===== src/rtl/priority_age_rr_arbiter_pkg.sv =====
// Purpose : shared types, default parameter values and helpers for the
//           priority/age/round-robin grant arbiter.
// Contents: lock_state_e - grant-lock state encoding
//           idx_width()  - index width for a requester count (min 1 bit)
package priority_age_rr_arbiter_pkg;

  localparam int DEF_INPUT_NUM        = 4;
  localparam int DEF_INPUT_PRIORITY_W = 4;
  localparam int DEF_AGE_W            = 4;
  localparam int DEF_AGE_THRESHOLD    = 8;

  typedef enum logic {
    LOCK_IDLE = 1'b0,
    LOCK_HELD = 1'b1
  } lock_state_e;

  function automatic int idx_width(input int n);
    return (n > 1) ? $clog2(n) : 1;
  endfunction

endpackage


===== src/rtl/priority_age_rr_arbiter_if.sv =====
// Purpose : request/grant bundle between the input-VC request logic and the
//           switch-allocator output stage.
// Signals : req_vld_i      per-input request valid
//           req_priority_i per-input priority, input i at [i*PRIORITY_W +: PRIORITY_W]
//           gnt_vld_o      a grant is offered this cycle
//           gnt_oh_o       one-hot granted input (0 when no grant)
//           gnt_idx_o      binary granted index (0 when no grant)
//           gnt_rdy_i      downstream accepts the offered grant
// Modports: master - requester/downstream side, slave - the arbiter
interface priority_age_rr_arbiter_if
  import priority_age_rr_arbiter_pkg::*;
#(
  parameter int INPUT_NUM        = DEF_INPUT_NUM,
  parameter int INPUT_NUM_IDX_W  = idx_width(INPUT_NUM),
  parameter int INPUT_PRIORITY_W = DEF_INPUT_PRIORITY_W
);

  logic [INPUT_NUM-1:0]                  req_vld_i;
  logic [INPUT_NUM*INPUT_PRIORITY_W-1:0] req_priority_i;
  logic                                  gnt_vld_o;
  logic [INPUT_NUM-1:0]                  gnt_oh_o;
  logic [INPUT_NUM_IDX_W-1:0]            gnt_idx_o;
  logic                                  gnt_rdy_i;

  modport master (
    output req_vld_i, req_priority_i, gnt_rdy_i,
    input  gnt_vld_o, gnt_oh_o, gnt_idx_o
  );

  modport slave (
    input  req_vld_i, req_priority_i, gnt_rdy_i,
    output gnt_vld_o, gnt_oh_o, gnt_idx_o
  );

endinterface


===== src/rtl/priority_age_rr_arbiter_rr_mask_select.sv =====
// Purpose : round-robin pick - returns the first set candidate bit at or
//           after ptr_i, scanning upward with wrap-around.
// Ports   : cand_i    candidate vector
//           ptr_i     round-robin start position
//           sel_vld_o at least one candidate present
//           sel_oh_o  one-hot of the picked candidate
//           sel_idx_o binary index of the picked candidate
module priority_age_rr_arbiter_rr_mask_select #(
  parameter int N     = 4,
  parameter int IDX_W = 2
) (
  input  logic [N-1:0]     cand_i,
  input  logic [IDX_W-1:0] ptr_i,
  output logic             sel_vld_o,
  output logic [N-1:0]     sel_oh_o,
  output logic [IDX_W-1:0] sel_idx_o
);

  // The candidates are duplicated side by side; masking off everything below
  // ptr_i in the lower copy lets a plain lowest-set-bit search wrap around.
  logic [2*N-1:0] dbl_cand;
  logic [2*N-1:0] dbl_mask;
  logic [2*N-1:0] dbl_masked;
  logic           found;

  always_comb begin
    dbl_cand   = {cand_i, cand_i};
    dbl_mask   = '0;
    for (int j = 0; j < 2*N; j++) begin
      dbl_mask[j] = (j >= int'(ptr_i));
    end
    dbl_masked = dbl_cand & dbl_mask;

    found     = 1'b0;
    sel_oh_o  = '0;
    sel_idx_o = '0;
    for (int j = 0; j < 2*N; j++) begin
      if (!found && dbl_masked[j]) begin
        found             = 1'b1;
        sel_oh_o[j % N]   = 1'b1;
        sel_idx_o         = IDX_W'(j % N);
      end
    end
    sel_vld_o = found;
  end

endmodule


===== src/rtl/priority_age_rr_arbiter.sv =====
// Purpose : N-input grant arbiter for NoC router ports. Highest effective
//           priority wins, round-robin among equals, per-input age counters
//           promote starving requesters, and a granted-but-stalled input
//           keeps the grant until the downstream accepts it.
// Ports   : clk    clock
//           rst    synchronous reset, active-high
//           arb_if request/grant bundle (slave side), see the interface file
//
// Lock FSM
//   state     | meaning
//   LOCK_IDLE | no pending grant; arbitration is free
//   LOCK_HELD | grant offered to lock_idx_q was stalled; it is re-offered
module priority_age_rr_arbiter
  import priority_age_rr_arbiter_pkg::*;
#(
  parameter int INPUT_NUM        = DEF_INPUT_NUM,
  parameter int INPUT_NUM_IDX_W  = idx_width(INPUT_NUM),
  parameter int INPUT_PRIORITY_W = DEF_INPUT_PRIORITY_W,
  parameter int AGE_W            = DEF_AGE_W,
  parameter int AGE_THRESHOLD    = DEF_AGE_THRESHOLD
) (
  input  logic                        clk,
  input  logic                        rst,
  priority_age_rr_arbiter_if.slave    arb_if
);

  localparam int EFF_PRI_W = INPUT_PRIORITY_W + 1;
  localparam logic [AGE_W-1:0] AGE_MAX = '1;
  localparam logic [AGE_W-1:0] AGE_THR = AGE_W'(AGE_THRESHOLD);
  localparam logic [INPUT_NUM_IDX_W-1:0] LAST_IDX = INPUT_NUM_IDX_W'(INPUT_NUM - 1);

  lock_state_e                 lock_state_q, lock_state_d;
  logic [INPUT_NUM_IDX_W-1:0]  lock_idx_q, lock_idx_d;
  logic [INPUT_NUM_IDX_W-1:0]  rr_ptr_q, rr_ptr_d;
  logic [AGE_W-1:0]            age_q [INPUT_NUM];
  logic [AGE_W-1:0]            age_d [INPUT_NUM];

  logic [INPUT_NUM-1:0]        req_vld;
  logic [INPUT_NUM-1:0]        starve;
  logic [EFF_PRI_W-1:0]        eff [INPUT_NUM];
  logic [INPUT_NUM-1:0]        ge  [INPUT_NUM];
  logic [INPUT_NUM-1:0]        cand;

  logic                        sel_vld;
  logic [INPUT_NUM-1:0]        sel_oh;
  logic [INPUT_NUM_IDX_W-1:0]  sel_idx;

  logic                        lock_hold;
  logic                        gnt_vld;
  logic [INPUT_NUM-1:0]        gnt_oh;
  logic [INPUT_NUM_IDX_W-1:0]  gnt_idx;
  logic                        accept;
  logic                        stall;

  assign req_vld = arb_if.req_vld_i;

  // Starvation sits above the request priority, so among starving inputs the
  // request priority still orders them.
  always_comb begin
    for (int i = 0; i < INPUT_NUM; i++) begin
      starve[i] = (age_q[i] >= AGE_THR);
      eff[i]    = {starve[i], arb_if.req_priority_i[i*INPUT_PRIORITY_W +: INPUT_PRIORITY_W]};
    end
  end

  // ge[i][j]: input i is not beaten by input j (invalid j never beats anyone).
  always_comb begin
    for (int i = 0; i < INPUT_NUM; i++) begin
      ge[i] = '0;
      for (int j = 0; j < INPUT_NUM; j++) begin
        ge[i][j] = !req_vld[j] || (eff[i] >= eff[j]);
      end
      cand[i] = req_vld[i] && (&ge[i]);
    end
  end

  priority_age_rr_arbiter_rr_mask_select #(
    .N     (INPUT_NUM),
    .IDX_W (INPUT_NUM_IDX_W)
  ) u_rr_mask_select (
    .cand_i    (cand),
    .ptr_i     (rr_ptr_q),
    .sel_vld_o (sel_vld),
    .sel_oh_o  (sel_oh),
    .sel_idx_o (sel_idx)
  );

  // A lock only holds while its requester is still asking; a dropped request
  // falls back to normal arbitration in the same cycle.
  assign lock_hold = (lock_state_q == LOCK_HELD) && req_vld[lock_idx_q];

  always_comb begin
    gnt_vld = 1'b0;
    gnt_oh  = '0;
    gnt_idx = '0;
    if (!rst) begin
      if (lock_hold) begin
        gnt_vld             = 1'b1;
        gnt_idx             = lock_idx_q;
        gnt_oh[lock_idx_q]  = 1'b1;
      end else if (sel_vld) begin
        gnt_vld = 1'b1;
        gnt_idx = sel_idx;
        gnt_oh  = sel_oh;
      end
    end
  end

  assign accept = gnt_vld && arb_if.gnt_rdy_i;
  assign stall  = gnt_vld && !arb_if.gnt_rdy_i;

  assign arb_if.gnt_vld_o = gnt_vld;
  assign arb_if.gnt_oh_o  = gnt_oh;
  assign arb_if.gnt_idx_o = gnt_idx;

  always_comb begin
    lock_state_d = lock_state_q;
    lock_idx_d   = lock_idx_q;
    case (lock_state_q)
      LOCK_IDLE: begin
        if (stall) begin
          lock_state_d = LOCK_HELD;
          lock_idx_d   = gnt_idx;
        end
      end
      LOCK_HELD: begin
        if (!lock_hold) begin
          // Locked requester vanished: the fallback grant may itself stall.
          lock_state_d = stall ? LOCK_HELD : LOCK_IDLE;
          lock_idx_d   = stall ? gnt_idx : lock_idx_q;
        end else if (accept) begin
          lock_state_d = LOCK_IDLE;
        end
      end
      default: lock_state_d = LOCK_IDLE;
    endcase
  end

  always_comb begin
    rr_ptr_d = rr_ptr_q;
    if (accept) begin
      rr_ptr_d = (gnt_idx == LAST_IDX) ? '0 : gnt_idx + 1'b1;
    end
  end

  // Ages keep counting during a stall, the locked input included.
  always_comb begin
    for (int i = 0; i < INPUT_NUM; i++) begin
      if (!req_vld[i]) begin
        age_d[i] = '0;
      end else if (accept && (gnt_idx == INPUT_NUM_IDX_W'(i))) begin
        age_d[i] = '0;
      end else if (age_q[i] != AGE_MAX) begin
        age_d[i] = age_q[i] + 1'b1;
      end else begin
        age_d[i] = age_q[i];
      end
    end
  end

  always_ff @(posedge clk) begin
    if (rst) begin
      lock_state_q <= LOCK_IDLE;
      lock_idx_q   <= '0;
      rr_ptr_q     <= '0;
      for (int i = 0; i < INPUT_NUM; i++) begin
        age_q[i] <= '0;
      end
    end else begin
      lock_state_q <= lock_state_d;
      lock_idx_q   <= lock_idx_d;
      rr_ptr_q     <= rr_ptr_d;
      for (int i = 0; i < INPUT_NUM; i++) begin
        age_q[i] <= age_d[i];
      end
    end
  end

  a_gnt_onehot: assert property (@(posedge clk) disable iff (rst)
    $onehot0(gnt_oh) && (!gnt_vld || gnt_oh[gnt_idx]));

  a_gnt_needs_req: assert property (@(posedge clk) disable iff (rst)
    gnt_vld |-> (|req_vld));

  a_lock_req_held: assert property (@(posedge clk) disable iff (rst)
    (lock_state_q == LOCK_HELD) |-> req_vld[lock_idx_q]);

  a_lock_stable: assert property (@(posedge clk) disable iff (rst)
    lock_hold |-> (gnt_idx == lock_idx_q));

endmodule


===== src/flat_wrapper.sv =====
// flat-port wrapper written by rule: the top's interface ports become plain ports
module priority_age_rr_arbiter_flat import priority_age_rr_arbiter_pkg::*;
#(
  parameter int INPUT_NUM        = DEF_INPUT_NUM,
  parameter int INPUT_NUM_IDX_W  = idx_width(INPUT_NUM),
  parameter int INPUT_PRIORITY_W = DEF_INPUT_PRIORITY_W,
  parameter int AGE_W            = DEF_AGE_W,
  parameter int AGE_THRESHOLD    = DEF_AGE_THRESHOLD
)
  (clk, rst, arb_if_req_vld_i, arb_if_req_priority_i, arb_if_gnt_rdy_i, arb_if_gnt_vld_o, arb_if_gnt_oh_o, arb_if_gnt_idx_o);
  priority_age_rr_arbiter_if #(.INPUT_NUM(INPUT_NUM), .INPUT_NUM_IDX_W(INPUT_NUM_IDX_W), .INPUT_PRIORITY_W(INPUT_PRIORITY_W)) arb_if_i ();
  input  logic clk;
  input  logic rst;
  input wire logic [$bits(arb_if_i.req_vld_i)-1:0] arb_if_req_vld_i;
  input wire logic [$bits(arb_if_i.req_priority_i)-1:0] arb_if_req_priority_i;
  input wire logic [$bits(arb_if_i.gnt_rdy_i)-1:0] arb_if_gnt_rdy_i;
  output wire logic [$bits(arb_if_i.gnt_vld_o)-1:0] arb_if_gnt_vld_o;
  output wire logic [$bits(arb_if_i.gnt_oh_o)-1:0] arb_if_gnt_oh_o;
  output wire logic [$bits(arb_if_i.gnt_idx_o)-1:0] arb_if_gnt_idx_o;
  assign arb_if_i.req_vld_i = arb_if_req_vld_i;
  assign arb_if_i.req_priority_i = arb_if_req_priority_i;
  assign arb_if_i.gnt_rdy_i = arb_if_gnt_rdy_i;
  assign arb_if_gnt_vld_o = arb_if_i.gnt_vld_o;
  assign arb_if_gnt_oh_o = arb_if_i.gnt_oh_o;
  assign arb_if_gnt_idx_o = arb_if_i.gnt_idx_o;
  priority_age_rr_arbiter #(.INPUT_NUM(INPUT_NUM), .INPUT_NUM_IDX_W(INPUT_NUM_IDX_W), .INPUT_PRIORITY_W(INPUT_PRIORITY_W), .AGE_W(AGE_W), .AGE_THRESHOLD(AGE_THRESHOLD)) u_core (.clk(clk), .rst(rst), .arb_if(arb_if_i));
endmodule

===== config.mk =====
export PLATFORM = sky130hd
export DESIGN_NAME = priority_age_rr_arbiter_flat
export DESIGN_NICKNAME = d
export VERILOG_FILES = /design/src/rtl/priority_age_rr_arbiter_pkg.sv /design/src/rtl/priority_age_rr_arbiter_if.sv /design/src/rtl/priority_age_rr_arbiter_rr_mask_select.sv /design/src/rtl/priority_age_rr_arbiter.sv /design/src/flat_wrapper.sv
export SDC_FILE = /design/constraint.sdc
export NUM_CORES = 1
export LEC_CHECK = 0
export BUFFER_PORTS_ARGS = -buffer_cell sky130_fd_sc_hd__clkbuf_2
export CAP_MARGIN = 10
export CORE_MARGIN = 10
export CORE_UTILIZATION = 58
export DETAILED_ROUTE_END_ITERATION = 7
export GPL_ROUTABILITY_DRIVEN = 0
export PLACE_DENSITY = 0.8
export SYNTH_ARGS = -nofsm -noshare
export SYNTH_HDL_FRONTEND = slang
export SYNTH_HIERARCHICAL = 1
export SYNTH_SLANG_ARGS = --single-unit

===== constraint.sdc =====
create_clock -name clk -period 4.8 [get_ports clk]
set_clock_uncertainty 0.05 [all_clocks]
set_input_delay 0.48 -clock clk [delete_from_list [all_inputs] [get_ports clk]]
set_output_delay 0.48 -clock clk [all_outputs]
set_load 0.05 [all_outputs]

== After elaboration in Yosys (flattened, before gate mapping) ==
Memory sizes are Yosys's and may differ from the RTL's.
Cells that the tools add are included.

* Bits in registers: 5
* RAM bits: 16
* Bits of input ports: 23
* Output and inout port bits: 7
* Logic and storage cells: 162
* Memories: 1

* Add/sub/neg operators: 5
* Order comparisons: 25
* Eq/ne operators: 8
* Multiplexer cells: 62
* Bitwise operators: 6
* Reduce and logical (&&, ||, !) cells: 52

{| class="wikitable"
|+ Memories
! memory !! words !! width !! rd ports !! clocked after memory_dff !! write ports !! RTL line !! text
|-
| u_core.age_q || 4 || 4 || 4 || 0 || 4 || priority_age_rr_arbiter.sv:35 || <nowiki>logic [AGE_W-1:0] age_q [INPUT_NUM];</nowiki>
|}

{| class="wikitable"
|+ Operators with widths
! kind !! count
|-
| $ge 5x5->1 || 16
|-
| $mux 4 || 19
|-
| $mux 1 || 27
|-
| $mux 2 || 12
|-
| $logic_and 1x1->1 || 19
|-
| $add 4x1->4 const B || 4
|-
| $ge 4x4->1 const B || 4
|-
| $logic_or 1x1->1 || 16
|-
| $ne 4x4->1 const B || 4
|-
| $reduce_and 4->1 || 4
|-
| $logic_not 1->1 || 12
|-
| $and 8x8->8 || 1
|-
| $eq 2x2->1 const B || 2
|-
| $ge 1x2->1 const A || 2
|-
| $or 1x1->1 || 4
|-
| $pmux 2 s2 || 1
|-
| $lt 2x3->1 const B || 1
|-
| $add 2x1->2 const B || 1
|-
| $bmux 1 s2 || 1
|-
| $demux 1 s2 || 1
|-
| $eq 2x1->1 const B || 1
|-
| $ge 2x1->1 const B || 1
|-
| $ge 2x2->1 const A || 1
|-
| $logic_not 2->1 || 1
|-
| 3 further kinds || 3
|}

== Depth between registers and ports, before layout ==
An unclocked memory read counts as a cell.

* Depth in word-level cells: 37
* Depth in mapped cells: 16
* Mapped depth without buffers: 16

== Hierarchy ==
The synthesis kept the hierarchy.

{| class="wikitable"
|+ By module, submodules not included
! module !! times used !! cells each !! area an instance (µm²) !! seq. area each (µm²)
|-
| priority_age_rr_arbiter || 1 || 255 || 2037.0 || 420.4
|-
| priority_age_rr_arbiter_rr_mask_select || 1 || 29 || 176.4 || 0.0
|}

== Least setup slack after synthesis ==
Ideal clock, no wire load.

* Path type: input -> register
* From: input arb_if_req_priority_i[3]
* To: memory u_core/age_q[3][0] (netlist bit)
* Library setup time: 0.116 ns
* Arrival time: 3.819 ns
* Data required time: 4.634 ns
* Slack: 0.815 ns
* Stages: 16
* Buffers on the path: 1
* Path through: inv_1 -> ha_1 -> nand2_1 -> or3_1 -> nand2_1 -> a21oi_1 -> a311oi_1 -> nor2_1 -> nand2_1 -> clkbuf_1 -> and3_1 -> a21oi_1 -> nor2_1 -> ha_1 -> a211o_1 -> nor2_1

{| class="wikitable"
|+ RTL lines
! element !! RTL line !! text
|-
| start, declared || flat_wrapper.sv:15 || <nowiki>input wire logic [$bits(arb_if_i.req_priority_i)-1:0] arb_if_req_priority_i;</nowiki>
|-
| end, declared || priority_age_rr_arbiter.sv:35 ||
|}

==> results_dict.tcl <==
set metrics [dict create \
    cts_resized 0 \
    drt-wirelength-per-cell_um 13.8 \
    die_area_sq_um 6690 \
    maxSlewHeadroom_pct 41.5 \
    clkTransAtPathRegs_ns 0.07 \
    worstPathMaxFanout 8 \
    clock_latency_ns 0.26 \
    finalHoldViolations 0 \
    die_h_um 81.8 \
    crit_path_end_kind "primary output" \
    grt_max_degree 18 \
    setup-tns-final_ns 0 \
    grt_pass1_wl_um 8210 \
    synth_common_cells "ha_1 (39), inv_1 (33), nor2_1 (27)" \
    hold_path_class "input port to register" \
    routed_wl_um 4910 \
    power_mw 0.505 \
    p_leak_nw 1.17 \
    status "finished, final reports clean" \
    syn_to_final_growth_pct 9.44 \
    maxCapViolations 0 \
    hold_buffers 0 \
    grt_pass1_vias 1875 \
    fmax_mhz 250 \
    synth_seq_area_share_pct 19.0 \
    yosysMostFrequentCell "ha_1" \
    drc 0 \
    cts-htree-levels 1 \
    crit_buf_inv 3 \
    root_buffer "clkbuf_8" \
    rsz0062_at_grt "false" \
    ys_seq_elements 21 \
    grt_overflow 0 \
    ir_drop_mv 0.206 \
    dpl.hpwl_um 4070 \
    worstPathArrival_ns 3.48 \
    drtPass1Iterations 4 \
    fp.dieW_um 81.8 \
    synth_ff_type "dfxtp_1" \
    period_share_pct 83.4 \
    synth_edf_count 0 \
    start_util_pct 60.0 \
    min_period_ns 4.01 \
    post-cts-setup-buffer-count 0 \
    worst_pin_slew_ns 0.872 \
    finalSetupViolCount 0 \
    io_pins 30 \
    synth_area_per_cell_sq_um 7.79 \
    cts_tree "done" \
    clock_path_buffers 2 \
    slew_violations 0 \
    track_usage_pct 15.0 \
    first_iter_violations 128 \
    routed-via-count 2023 \
    viasPerCell 5.68 \
    path_delay_family "compound AO/OA/AOI/OAI gates" \
    ant_nets 0 \
    max_stage_delay_ns 0.69 \
    antenna_found_initial 0 \
    synth_cell_types 45 \
    cts.sinks 21 \
    pwr_density_cell_nw_per_um2 209 \
    synth_top_area_share_pct 22.0 \
    synth_cells 284 \
    yosys.area.top_type "ha_1" \
    rows 22 \
    ys_async_sr_fraction_pct 0 \
    core-area_sq_um 3690 \
    numPortBuffers 29 \
    synth_area_leaders "ha_1 (22%), dfxtp_1 (19%), inv_1 (5.6%)" \
    worstPathRequired_ns 4.27 \
    synth_nets 346 \
    layout-drive-gt1-share_pct 14.9 \
    syn_area_sq_um 2210 \
    yosysWarnings 6 \
    nets 371 \
    slowest_stage "a311oi_1" \
    n_antenna_cell 0 \
    start_kind "register" \
    cts_buffers 3 \
    postLayoutCoreUtil_pct 65.7 \
    critPathKind "register to primary output" \
    crit_chain "inv_1, ha_1, and3_1, o21ai_0, nand3_1, o21ai_0, a311oi_1, nor2b_1, nor3_1, o22a_1, nand3_1, a21o_1, inv_1, clkbuf_2" \
]
-- layer usage --
layer	up-vias	share of wire (%)	track usage (%)
met2	44	47	26.1
met1	920	46	18.4
met3	7	5.7	2.62
met5	-	0	0
met4	0	1.3	4.59
li1	1052	-	-
-- power breakdown --
group	internal, mW	total (mW)	switching (mW)
clock network	0.0578	0.113	0.0549
registers	0.182	0.196	0.0138
logic	0.0780	0.197	0.119
total	0.318	0.505	0.187
-- cell families (layout without fill, tap and decap cells) --
kind of cell	Yosys count	in the layout	synth area share (%)
simple gates	103	103	23.7
mux	9	9	4.52
buf+inv	42	66	7.52
flops	21	21	19.0
fa+ha+maj	39	39	22.0
compound gates	63	63	20.5
xor+xnor	7	7	2.77
-- flip-flops by register name, summed over array words and instances, names as in the netlist --
name,flops
u_core/lock_idx_q,2
u_core/rr_ptr_q,2
u_core/age_q,16
u_core/lock_state_q,1
-- cells in the final DEF (no fill, tap or decap), types with 2 or more instances in the layout --
cell / count
nand2_1: 16
nor2_1: 27
nor3_2: 2
o21ai_0: 13
xnor2_1: 6
nand2b_1: 2
inv_1: 33
and3_1: 6
ha_1: 39
nand3_1: 24
o221ai_1: 3
nor2b_1: 4
a31oi_1: 6
a21oi_1: 18
nor3b_1: 2
and2_1: 2
a211o_1: 4
nand3b_1: 4
o31a_1: 2
o311a_1: 2
a211oi_2: 3
clkbuf_8: 3
dfxtp_1: 21
mux2_4: 2
clkbuf_2: 29
a21o_1: 3
mux2i_1: 7
a311oi_1: 2
nor3_1: 8
-- per-stage QoR --
step | cells | hold WS [ns] | worst slack, ns | cell area (sq um)
2_1_floorplan | 284 | 0.405 | 0.815 | 2210
3_3_place_gp | 352 | 0.491 | 0.882 | 2380
3_5_place_dp | 352 | 0.502 | 0.826 | 2380
4_1_cts | 356 | 0.354 | 0.817 | 2420
5_1_grt | 356 | 0.361 | 0.426 | 2420
6_report | 356 | 0.362 | 0.795 | 2420
-- path summary, 6_finish.rpt --
path	endpoint	slack [ns]	from	cells after the start
worst max register to register	u_core/age_q[1][3]	1.03	u_core/age_q[2][3]	14
worst max-delay path	arb_if_gnt_idx_o[0]	0.79	u_core/age_q[1][3]	14
worst min-delay path	u_core/lock_state_q	0.36	arb_if_gnt_rdy_i	2
worst min register to register	u_core/age_q[2][1]	0.51	u_core/age_q[2][1]	2
-- layout make-up --
cell class	instances	area, sq um
fill	325	1270
inverter	33	124
clock buffer	3	41.3
clock inverter	1	5.00
tap	48	60.1
timing repair buffer	29	145
sequential	21	420
multi-input combinational	221	1630
(Power assumes the default switching activity.)
